**src/rtl/dot_scan_pkg.sv**
```systemverilog
// Shared types for the dot scan controller: FSM encoding and host write kinds.
// Latency: n/a (types and constants only).
// Backpressure: n/a.
package dot_scan_pkg;

   // Scan sequencer states; IDLE and GAP are the only states that accept host writes.
   typedef enum logic [1:0] {
      IDLE    = 2'd0,
      DWELL   = 2'd1,
      ADVANCE = 2'd2,
      GAP     = 2'd3
   } scan_state_t;

   // host_wr_kind encodings; the remaining code is reserved and only acknowledged.
   localparam logic [1:0] KIND_MEM  = 2'd0;
   localparam logic [1:0] KIND_DOT  = 2'd1;
   localparam logic [1:0] KIND_SEL  = 2'd2;
   localparam logic [1:0] KIND_RSVD = 2'd3;

endpackage

```
**src/rtl/dot_scan_wr_port.sv**
```systemverilog
// Host write port: registers one request and drives a one-cycle active-low strobe plus ack.
// Latency: strobe and ack one cycle after the request is sampled inside the write window.
// Backpressure: requests outside the window, or in the ack cycle itself, are not taken (max one write per 2 cycles).
module dot_scan_wr_port
   import dot_scan_pkg::*;
#(
   parameter int MEM_ADDRESS_LENGTH = 6
) (
   input  logic                          clock,
   input  logic                          reset,
   input  logic                          wr_window,
   input  logic                          host_wr_req,
   input  logic [1:0]                    host_wr_kind,
   input  logic [MEM_ADDRESS_LENGTH-1:0] host_wr_addr,
   input  logic [2:0]                    host_mask_sel,
   input  logic [15:0]                   host_wr_data,
   output logic                          host_wr_ack,
   output logic                          mem_write_n,
   output logic                          mem_dot_write_n,
   output logic                          mem_sel_write_n,
   output logic [MEM_ADDRESS_LENGTH-1:0] mem_address,
   output logic [MEM_ADDRESS_LENGTH-1:0] mem_sel_col_address,
   output logic [2:0]                    mask_select,
   output logic [15:0]                   data_in
);

   logic capture;

   // The ack cycle blocks a second capture of the same still-asserted request.
   assign capture = wr_window & host_wr_req & ~host_wr_ack;

   // Register the write and fire exactly one strobe for its kind; reset drops anything pending.
   always_ff @(posedge clock) begin
      if (reset) begin
         host_wr_ack         <= 1'b0;
         mem_write_n         <= 1'b1;
         mem_dot_write_n     <= 1'b1;
         mem_sel_write_n     <= 1'b1;
         mem_address         <= '0;
         mem_sel_col_address <= '0;
         mask_select         <= '0;
         data_in             <= '0;
      end else begin
         host_wr_ack     <= capture;
         mem_write_n     <= ~(capture && host_wr_kind == KIND_MEM);
         mem_dot_write_n <= ~(capture && host_wr_kind == KIND_DOT);
         mem_sel_write_n <= ~(capture && host_wr_kind == KIND_SEL);
         if (capture) begin
            if (host_wr_kind == KIND_SEL) begin
               mem_sel_col_address <= host_wr_addr;
            end else begin
               mem_address <= host_wr_addr;
            end
            mask_select <= host_mask_sel;
            data_in     <= host_wr_data;
         end
      end
   end

endmodule

```
**src/rtl/dot_scan_controller.sv**
```systemverilog
// Dot array scanner: raster (or serpentine with DOT_SCAN_SNAKE_EN) over a window, one fire sample per dot.
// Latency: dot period dwell+1 cycles; fire_strobe one cycle after the sample; write ack one cycle after req.
// Backpressure: host writes wait for IDLE or GAP; GAP stretches while a write is requested or in flight.
module dot_scan_controller
   import dot_scan_pkg::*;
#(
   parameter int MEM_LENGTH         = 48,
   parameter int MEM_ADDRESS_LENGTH = 6,
   parameter int DWELL_WIDTH        = 16
) (
   input  logic                          clock,
   input  logic                          reset,
   input  logic                          start,
   input  logic                          stop,
   input  logic                          continuous,
   input  logic                          row_col_sel_cfg,
   input  logic [MEM_ADDRESS_LENGTH-1:0] row_last,
   input  logic [MEM_ADDRESS_LENGTH-1:0] col_last,
   input  logic [DWELL_WIDTH-1:0]        dwell_cycles,
   input  logic                          firing_bit,
   input  logic                          firing_data,
   output logic [MEM_ADDRESS_LENGTH-1:0] row_select,
   output logic [MEM_ADDRESS_LENGTH-1:0] col_select,
   output logic                          row_col_select,
   output logic                          fire_strobe,
   output logic                          fire_hit,
   output logic                          busy,
   output logic                          frame_done,
   output logic [15:0]                   frame_count,
   input  logic                          host_wr_req,
   input  logic [1:0]                    host_wr_kind,
   input  logic [MEM_ADDRESS_LENGTH-1:0] host_wr_addr,
   input  logic [2:0]                    host_mask_sel,
   input  logic [15:0]                   host_wr_data,
   output logic                          host_wr_ack,
   output logic                          mem_write_n,
   output logic                          mem_dot_write_n,
   output logic                          mem_sel_write_n,
   output logic [MEM_ADDRESS_LENGTH-1:0] mem_address,
   output logic [MEM_ADDRESS_LENGTH-1:0] mem_sel_col_address,
   output logic [2:0]                    mask_select,
   output logic [15:0]                   data_in
);

   localparam int AW = MEM_ADDRESS_LENGTH;
   localparam int DW = DWELL_WIDTH;
   localparam logic [AW-1:0] LAST_IDX = AW'(MEM_LENGTH - 1);

   scan_state_t   state, state_nxt;
   logic [AW-1:0] row, row_nxt, col, col_nxt;
   logic [AW-1:0] row_last_q, col_last_q, row_last_clamp, col_last_clamp;
   logic [AW-1:0] row_end, col_step, col_wrap;
   logic [DW-1:0] dwell_cnt, dwell_cnt_nxt, dwell_load;
   logic          win_load, sample, frame_end, wr_window;
   logic          at_row_end, at_frame_end;

   assign row_last_clamp = (row_last > LAST_IDX) ? LAST_IDX : row_last;
   assign col_last_clamp = (col_last > LAST_IDX) ? LAST_IDX : col_last;
   assign dwell_load     = (dwell_cycles == '0) ? DW'(1) : dwell_cycles;

`ifdef DOT_SCAN_SNAKE_EN
   // Odd rows run right-to-left, so a row ends at column 0 and the next row starts where this one ended.
   assign row_end  = row[0] ? '0 : col_last_q;
   assign col_step = row[0] ? col - 1'b1 : col + 1'b1;
   assign col_wrap = col;
`else
   assign row_end  = col_last_q;
   assign col_step = col + 1'b1;
   assign col_wrap = '0;
`endif

   assign at_row_end   = (col == row_end);
   assign at_frame_end = at_row_end && (row == row_last_q);

   assign row_select     = row;
   assign col_select     = col;
   assign busy           = (state != IDLE);
   assign row_col_select = busy ? row_col_sel_cfg : 1'b0;

   // Next-state, scan position and dwell counter; write window only opens between frames.
   always_comb begin
      state_nxt     = state;
      row_nxt       = row;
      col_nxt       = col;
      dwell_cnt_nxt = dwell_cnt;
      win_load      = 1'b0;
      sample        = 1'b0;
      frame_end     = 1'b0;
      wr_window     = 1'b0;
      case (state)
         IDLE: begin
            wr_window = ~start;
            if (start) begin
               row_nxt       = '0;
               col_nxt       = '0;
               dwell_cnt_nxt = dwell_load;
               win_load      = 1'b1;
               state_nxt     = DWELL;
            end
         end
         DWELL: begin
            if (stop) begin
               row_nxt   = '0;
               col_nxt   = '0;
               state_nxt = IDLE;
            end else if (dwell_cnt == DW'(1)) begin
               sample    = 1'b1;
               state_nxt = ADVANCE;
            end else begin
               dwell_cnt_nxt = dwell_cnt - 1'b1;
            end
         end
         ADVANCE: begin
            if (stop) begin
               row_nxt   = '0;
               col_nxt   = '0;
               state_nxt = IDLE;
            end else if (at_frame_end) begin
               row_nxt   = '0;
               col_nxt   = '0;
               frame_end = 1'b1;
               state_nxt = GAP;
            end else begin
               if (at_row_end) begin
                  row_nxt = row + 1'b1;
                  col_nxt = col_wrap;
               end else begin
                  col_nxt = col_step;
               end
               dwell_cnt_nxt = dwell_load;
               state_nxt     = DWELL;
            end
         end
         GAP: begin
            wr_window = 1'b1;
            if (!host_wr_req && !host_wr_ack) begin
               if (continuous && !stop) begin
                  dwell_cnt_nxt = dwell_load;
                  win_load      = 1'b1;
                  state_nxt     = DWELL;
               end else begin
                  state_nxt = IDLE;
               end
            end
         end
         default: state_nxt = IDLE;
      endcase
   end

   // State, window latch and registered fire/frame reporting.
   always_ff @(posedge clock) begin
      if (reset) begin
         state       <= IDLE;
         row         <= '0;
         col         <= '0;
         row_last_q  <= '0;
         col_last_q  <= '0;
         dwell_cnt   <= '0;
         fire_strobe <= 1'b0;
         fire_hit    <= 1'b0;
         frame_done  <= 1'b0;
         frame_count <= '0;
      end else begin
         state       <= state_nxt;
         row         <= row_nxt;
         col         <= col_nxt;
         dwell_cnt   <= dwell_cnt_nxt;
         fire_strobe <= sample;
         fire_hit    <= sample & firing_bit & firing_data;
         frame_done  <= frame_end;
         if (win_load) begin
            row_last_q <= row_last_clamp;
            col_last_q <= col_last_clamp;
         end
         if (frame_end) begin
            frame_count <= frame_count + 16'd1;
         end
      end
   end

   dot_scan_wr_port #(
      .MEM_ADDRESS_LENGTH (MEM_ADDRESS_LENGTH)
   ) u_wr_port (
      .clock               (clock),
      .reset               (reset),
      .wr_window           (wr_window),
      .host_wr_req         (host_wr_req),
      .host_wr_kind        (host_wr_kind),
      .host_wr_addr        (host_wr_addr),
      .host_mask_sel       (host_mask_sel),
      .host_wr_data        (host_wr_data),
      .host_wr_ack         (host_wr_ack),
      .mem_write_n         (mem_write_n),
      .mem_dot_write_n     (mem_dot_write_n),
      .mem_sel_write_n     (mem_sel_write_n),
      .mem_address         (mem_address),
      .mem_sel_col_address (mem_sel_col_address),
      .mask_select         (mask_select),
      .data_in             (data_in)
   );

endmodule

```
**config.mk**
```make
export PLATFORM = sky130hd
export DESIGN_NAME = dot_scan_controller
export DESIGN_NICKNAME = d
export VERILOG_FILES = /design/src/rtl/dot_scan_pkg.sv /design/src/rtl/dot_scan_wr_port.sv /design/src/rtl/dot_scan_controller.sv
export SDC_FILE = /design/constraint.sdc
export NUM_CORES = 1
export LEC_CHECK = 0
export CORE_ASPECT_RATIO = 0.5
export CORE_MARGIN = 2
export CORE_UTILIZATION = 31
export DETAILED_ROUTE_END_ITERATION = 10
export GPL_TIMING_DRIVEN = 0
export SETUP_SLACK_MARGIN = 0.15
export SYNTH_ARGS = -nofsm -noshare
export SYNTH_HDL_FRONTEND = slang
export SYNTH_HIERARCHICAL = 1
export SYNTH_SLANG_ARGS = --single-unit
export TNS_END_PERCENT = 30
```
**constraint.sdc**
```tcl
create_clock -name clock -period 2 [get_ports clock]
set_clock_uncertainty 0.05 [all_clocks]
set_input_delay 0.2 -clock clock [delete_from_list [all_inputs] [get_ports clock]]
set_output_delay 0.2 -clock clock [all_outputs]
set_load 0.02 [all_outputs]
```
Word level (Yosys, flattened, before mapping) --
Cells that the tools add are included. W data, S select, Z words.
Storage, ports and cells: flip-flop bits (word level) 96, latch bits 0, RAM bits 0, bits in read-only memories 0, word-level logic and storage cells 113, memories 0
Cells by class: add/sub/neg operators 4, $mul 0, divide/modulo/power cells 0, order comparisons 2, eq/ne operators 18, shift-type cells 0, muxes and demuxes 41, bitwise operators 10, reduce and logical (&&, ||, !) cells 20
Operators with widths (number):
- $mux W16 | 8
- $pmux W16 S4 | 1
- $mux W6 | 10
- $pmux W6 S3 | 2
- $add A16 B1 Y16 const B | 1
- $eq A16 B1 Y1 const B | 1
- $logic_not A16 Y1 | 1
- $ne A2 B2 Y1 const B | 8
- $sub A16 B1 Y16 const B | 1
- $add A6 B1 Y6 const B | 2
- $eq A6 B6 Y1 | 2
- $gt A6 B6 Y1 const B | 2
- $mux W2 | 6
- $mux W1 | 11
- $pmux W2 S4 | 1
- $reduce_and A7 Y1 | 1
- $eq A2 B2 Y1 const B | 3
- $logic_and A1 B1 Y1 | 6
- $not A1 Y1 | 6
- $reduce_and A3 Y1 | 2
- $and A1 B1 Y1 | 4
- $eq A2 B1 Y1 const B | 2
- $logic_not A2 Y1 | 2
- $ne A4 B4 Y1 const B | 1
- other kinds (7) | 11

Depth between registers and ports, before layout --
Gate-level depths: netlist (run 1).
depth in word-level cells 6, depth in mapped cells 10

Hierarchy --
The synthesis (run 1) kept the hierarchy.
Modules (own cells, without submodules):
- dot_scan_controller | times used 1, cells each 402, area each 3429.5 um2, sequential area each 1221.2 um2
- dot_scan_wr_port | times used 1, cells each 139, area each 1287.5 um2, sequential area each 700.7 um2

Worst setup path after synthesis (run 1) --
OpenSTA, ideal clock, no wires.
path type register -> register, start reg state[0], end reg dwell_cnt[12], setup time 87 ps, arrival 1978 ps, setup slack -115 ps, cell stages (with the launch flop) 10, buffers on the path 2, clock period less this slack 2115 ps, path through dfxtp_1 > inv_1 > ha_1 > nor2b_4 > nor4b_1 > o21ai_2 > or2_1 > buf_6 > buf_6 > o31ai_1
On the way: cells in the longest elaborated chain, start to end 3
Ends and longest elaborated chain:
- start, declared | RTL line dot_scan_controller.sv:49 | scan_state_t state, state_nxt;
- start signal, assigned | RTL line dot_scan_controller.sv:164 | state <= state_nxt;
- $eq A2 B2 Y1, or another cell as far along | RTL line dot_scan_controller.sv:90 | case (state)
- $ne A2 B2 Y1 (no source line)
- $reduce_and A7 Y1 (no source line)
- end signal, assigned | RTL line dot_scan_controller.sv:167 | dwell_cnt <= dwell_cnt_nxt;
- end, declared | RTL line dot_scan_controller.sv:53 | logic [DW-1:0] dwell_cnt, dwell_cnt_nxt, dwell_load;
Parallel ways exist; a longest one is shown, timed or not. A chain may end at the register's enable or synchronous reset.

Worst setup path in the final report (run 1) --
start reg state[0], end reg dwell_cnt[3]
The elaborated chain is that of the path after synthesis.

==> results of run 1 <==
-- cell type report --
| class | instances | area [um^2] |
|---|---|---|
| clock inverter | 3 | 42.5 |
| buffer | 29 | 199 |
| fill | 1362 | 7220 |
| sequential | 96 | 1950 |
| clock buffer | 13 | 240 |
| tap | 198 | 248 |
| timing repair buffer | 172 | 1690 |
| inverter | 12 | 55.1 |
| multi-input combinational | 404 | 3020 |
-- power by group through the flow --
| stage | registers, mW | clock network (mW) | logic (mW) |
|---|---|---|---|
| floorplan | 2.24 | 0 | 0.829 |
| global placement | 2.21 | 0 | 1.33 |
| detailed placement | 2.22 | 0 | 1.33 |
| CTS | 2.19 | 1.73 | 1.57 |
| global route | 2.23 | 1.82 | 1.89 |
| finish | 2.21 | 1.68 | 1.75 |
-- cells in the mapped netlist, types with 5 or more instances --
| cell | number |
|---|---|
| dfxtp_1 | 96 |
| a21oi_1 | 68 |
| nand2_1 | 50 |
| nor2_1 | 37 |
| o21ai_0 | 21 |
| clkbuf_1 | 20 |
| nand2b_1 | 19 |
| o31ai_1 | 19 |
| mux2i_1 | 14 |
| or3_1 | 14 |
| nor3_1 | 13 |
| xor2_1 | 13 |
| o311ai_0 | 12 |
| inv_1 | 11 |
| nand3_1 | 11 |
| a211oi_1 | 10 |
| ha_1 | 10 |
| nand4_1 | 8 |
| and3_1 | 7 |
| nor4_1 | 7 |
| nor2b_1 | 6 |
| or4_1 | 6 |
| buf_2 | 5 |
| nand3b_1 | 5 |
-- cells by family (layout without fill, tap and decap cells) --
logic type / Yosys count / count (layout)
simple gates: 209 / 209
compound gates: 152 / 152
flops: 96 / 96
buf+inv: 41 / 229
xor+xnor: 18 / 18
mux: 15 / 15
fa+ha+maj: 10 / 10
-- how the worst max path moves through the flow --
stage | end | slack (ps) | cells past startpoint
final | dwell_cnt[3] | -130 | 8
after global routing | dwell_cnt[12] | -190 | 8
after CTS | dwell_cnt[10] | -130 | 8
after detailed placement | frame_count[14] | -420 | 7
after global placement | frame_count[14] | -410 | 7
after floorplan | dwell_cnt[12] | 60 | 7
-- flip-flops by register name (all words and copies together), names as in the netlist --
register,count
u_wr_port/mem_sel_write_n,1
row_select,6
u_wr_port/mem_address,6
dwell_cnt,16
u_wr_port/data_in,16
frame_count,16
u_wr_port/mask_select,3
u_wr_port/host_wr_ack,1
frame_done,1
fire_strobe,1
u_wr_port/mem_dot_write_n,1
u_wr_port/mem_sel_col_address,6
col_last_q,6
fire_hit,1
col_select,6
u_wr_port/mem_write_n,1
row_last_q,6
state,2
-- worst max-delay path, stage by stage, from the launching register on --
cell and delay (ps):
dfxtp_4 370, ha_2 230, o21a_1 160, nor4b_4 340, o21ai_4 110, or2_1 230
buf_6 150, buf_6 120, o31ai_1 270
-- placed cells by master (no fill, tap or decap), types with 14 or more instances in the layout --
cell type,netlist,final
a21oi_1,68,57
buf_4,0,31
clkbuf_1,20,17
clkdlybuf4s50_1,0,128
dfxtp_1,96,81
mux2i_1,14,14
nand2_1,50,43
nand2b_1,19,18
nor2_1,37,31
o21ai_0,21,14
o31ai_1,19,18
-- metal layers --
layer  wire (um)  share of wire  track usage  vias to the layer above
li1            -              -            -                     2348
met1        6650           0.45        0.237                     2316
met2        7290           0.49        0.292                      116
met3         750          0.050       0.0364                       18
met4         170          0.011       0.0413                        0
met5           0              0            0                        -
-- per-stage QoR --
step                cell area, um^2  std cells
floorplan                      4800        541
finish                         7440        927
CTS                            7050        911
global placement               6360        870
detailed placement             6360        870
global route                   7440        927
-- what timing repair did --
item                       CTS  global route
setup buffers               23            13
setup endpoints to repair   61            93
hold buffers                 0             0
pin swaps                   37            30
resized for setup           62            62
gates cloned                 2             3
==> metrics.txt, run 1 <==
status complete, but fails checks; violated checks negative setup slack; Reg2Reg Depth 8; final setup vio count 25; TritonCTS Sinks 96; largest net degree at the start of global routing 15; ant diodes 0; largest family of logic cells by synthesized area simple AND/OR/NAND/NOR gates; Synth top area share 0.407; fmax 468 MHz; Synth Net Count 615; Overall Power 5.64 mW; core box area 0.0147 mm^2; pins over their slew limit 0; xor/xnor cell area share of the yosys netlist 0.0382; launch point of the worst path state[0]; dominant cells by area after synthesis dfxtp_1 41%, a21oi_1 7.2%, nand2_1 4.0%, o31ai_1 3.0%, mux2i_1 3.0%; Worst Hold Launch host_wr_kind[0]; RSZ-0062 raised after global routing true; multiplexer share of the synthesized area 0.0321; Residual DRC 0; largest area contributor in the netlist dfxtp_1; Flop pwr share 0.391; Min Clock Period, post-route 2130 ps; Worst Slack Setup Final -135 ps; final hold vios 0; RD Place Congestion 0.874; final worst-path cycle share 1.07; DRT Wirelength 14900 um; Fin Hold WS 355 ps; Layout area overhead 57.8%; Clk Latency, worst-skew pair 340 ps; dpl hpwl 10200 um; Avg Synthesized Cell Area 8.72 um^2; Sw Share 0.313; Pleak 2.72 nW; Reg-to-Reg End dwell_cnt[3]; Reg clk slew, reported paths 60 ps; Slew headroom 0.581; R2R Setup Slk -130 ps; Congestion Overflow GR 0; PortBufs 131; crit path kind flop to flop; first-pass GRT wire length 22800 um; TNS Setup -1040 ps; TritonCTS clock tree built; post-synthesis sequential area ratio 0.407; worst reg2reg startpoint state[0]; Sw Pwr 1.77 mW; pwr dens 758 mW/mm^2; utilization after layout 0.508; Crit Path Max Fanout 5; Required @ worst endpoint 2180 ps; CTS H-tree depth 3; combinational share of power 0.310; cell row count 31; vias in the first global route 4383; Post-synth EDFFs 0; Compound-Gate Fraction of Synth Area 0.205; Max Cap Viol 0; Vert. Die Dim 91.2 um; antenna viol nets, final 0; Post-Synth Simple-Gate Area 0.250; synth warn 6; crit start category flop; Starting Density 0.322; FFs w/ async S/R, synth 0; Clock power frac 0.298; clock buffer count from CTS 9; initial antenna violation count 0; overall die width 178 um; worst hold path class primary input to flop; layout cells sized above 1 0.229; arrival time at the worst endpoint 2310 ps; routed vias 4798; Total GRT Usage 0.177; Unique masters post-synth 59; IO Pins 132; DRT iter0 DRCs 318; clock root cell clkbuf_16; CTS Buffer Depth 2; Post-Synth Adder-Cell Area 0.0265; Synth Flop Type dfxtp_1; Synth Cell Area 0.00472 mm^2; Via density 5.18; Total Nets Final 798; Die ar. 0.0163 mm^2; worst hold path depth 2; DR pass1 iterations 4; pre-CTS WS -421 ps; #FFs+latches synth 96; worst slew pin tran 629 ps; Min-Delay Endpoint u_wr_port/mem_dot_write_n; routed len/inst 16.0 um; worst vdd ir 0.436 mV; Pint 3.88 mW; Post-Synthesis Cells 541; kind of end point of the critical path flop
No activity file was read; power rests on OpenSTA's default activity.
==> inputs of run 2 (changes only) <==
--- a/config.mk
+++ b/config.mk
@@ -8,7 +8,9 @@
 export CORE_ASPECT_RATIO = 0.5
 export CORE_MARGIN = 2
 export CORE_UTILIZATION = 31
+export CTS_BUF_LIST = sky130_fd_sc_hd__clkbuf_8
 export DETAILED_ROUTE_END_ITERATION = 10
+export GPL_ROUTABILITY_DRIVEN = 0
 export GPL_TIMING_DRIVEN = 0
 export SETUP_SLACK_MARGIN = 0.15
 export SYNTH_ARGS = -nofsm -noshare
==> run 2 against run 1 <==
Via count shrank 1.3%. Combinational power shrank 2%. Cell count is 0.76% lower. Hold slack lost 20 ps. Sequential share of layout area is 0.80 points higher. Critical endpoint is now row_select[2]. Clock-buffer cell count decreased by 4. Sequential power barely moved. The flow still finishes with violations (negative setup slack). Critical path type unchanged.
==> metrics.txt, run 2 (synthesis results as in run 1) <==
pins over their slew limit 0; clock buffer count from CTS 9; Pleak 2.63 nW; status complete, but fails checks; IO Pins 132; met2 wire len 7140 um; leading registers by flop count dwell_cnt (16), frame_count (16), u_wr_port/data_in (16); final worst-path cycle share 1.05; Overall Power 5.14 mW; Total Nets Final 791; CTS H-tree depth 3; Crit Path Max Fanout 10; Max Cap Viol 0; routed vias 4736; Worst Slack Setup Final -97.4 ps; dpl cell area 0.00636 mm^2; RSZ-0062 raised after global routing true; most common cell after layout, fill and taps aside clkdlybuf4s50_1; violated checks negative setup slack; TritonCTS clock tree built; initial antenna violation count 0; ant diodes 0; pwr dens 710 mW/mm^2; # fillers 1394; Starting Density 0.322; Final Cell Area 0.00723 mm^2; worst reg2reg startpoint state[1]; Clk Latency, worst-skew pair 360 ps; arrival time at the worst endpoint 2350 ps; DRT Wirelength 14700 um; clock root cell clkbuf_8; crit path kind flop to flop; Vert. Die Dim 91.2 um; layout cells sized above 1 0.219; # hold bufs at CTS 0; fmax 477 MHz; top sig layer met4; first-pass GRT wire length 22600 um; kind of end point of the critical path flop; PortBufs 131; TritonCTS Sinks 96; vias in the first global route 4362; antenna viol nets, final 0; WL met1 6740 um; cell row count 31; crit start category flop; core box area 0.0147 mm^2; Residual DRC 0; Layout area overhead 53.4%; Routed met3 length 613 um; Reg clk slew, reported paths 90 ps; DR pass1 iterations 5; worst vdd ir 0.344 mV; overall die width 178 um; Slew headroom 0.591; Total GRT Usage 0.176; Min Clock Period, post-route 2100 ps; Via density 5.15; worst hold path class primary input to flop; largest net degree at the start of global routing 15; Required @ worst endpoint 2250 ps; final hold vios 0; Worst Hold Launch host_mask_sel[0]; worst slew pin tran 613 ps; dpl hpwl 10200 um; routed len/inst 15.9 um; Congestion Overflow GR 0; pre-CTS WS -421 ps; Die ar. 0.0163 mm^2; DRT iter0 DRCs 379; final setup vio count 24; most frequent cells in the layout 129 x clkdlybuf4s50_1, 81 x dfxtp_1, 58 x a21oi_1; launch point of the worst path state[1]; CTS Buffer Depth 2
## run 2: final cells by class
| cell class | count | area (um^2) | share of cell area |
|---|---|---|---|
| tap | 198 | 248 | 0.0342 |
| timing repair buffer | 165 | 1620 | 0.224 |
| multi-input combinational | 404 | 2970 | 0.410 |
| buffer | 29 | 211 | 0.0292 |
| sequential | 96 | 1950 | 0.270 |
| clock buffer | 9 | 124 | 0.0171 |
| clock inverter | 7 | 57.6 | 0.00796 |
| inverter | 12 | 52.6 | 0.00726 |
## run 2: metrics by stage
| step | hold WS, ps | utilization | TNS (ps) | instances |
|---|---|---|---|---|
| final | 334 | 0.493 | -834 | 920 |
| after global routing | 337 | 0.493 | -3520 | 920 |
| after CTS | 312 | 0.473 | -666 | 909 |
| after detailed placement | 398 | 0.434 | -13590 | 870 |
| after global placement | 392 | 0.434 | -13090 | 870 |
| after floorplan | 236 | - | 0 | 541 |
## run 2: repair_timing
item / CTS / global route
resized for setup: 63 / 63
pin swaps: 38 / 23
endpoints found under the setup margin: 61 / 94
buffers inserted: 21 / 9
cloned: 2 / 2
## run 2: critical path, cell delays in order, from the launching register on
cell,delay [ps]
dfxtp_4,390
inv_4,50
ha_2,220
nor2b_4,160
or3_4,380
clkbuf_8,190
or4_1,490
a21oi_2,120
## run 2: report_power, final
group | switching, mW | internal [mW] | total [mW]
combinational | 0.881 | 0.829 | 1.71
sequential | 0.154 | 2.05 | 2.20
clock | 0.665 | 0.560 | 1.23
## run 2: metal layers
metal / vias up / GRT usage
li1: 2332 / -
met1: 2275 / 0.237
met2: 117 / 0.289
met3: 12 / 0.0327
met4: 0 / 0.0440
met5: - / 0
## run 2: final timing paths
path | cells after the start | end | slack, ps
max reg2reg | 7 | row_select[2] | -100
min | 3 | u_wr_port/mask_select[0] | 330
min reg2reg | 2 | u_wr_port/data_in[7] | 410
max | 7 | row_select[2] | -100
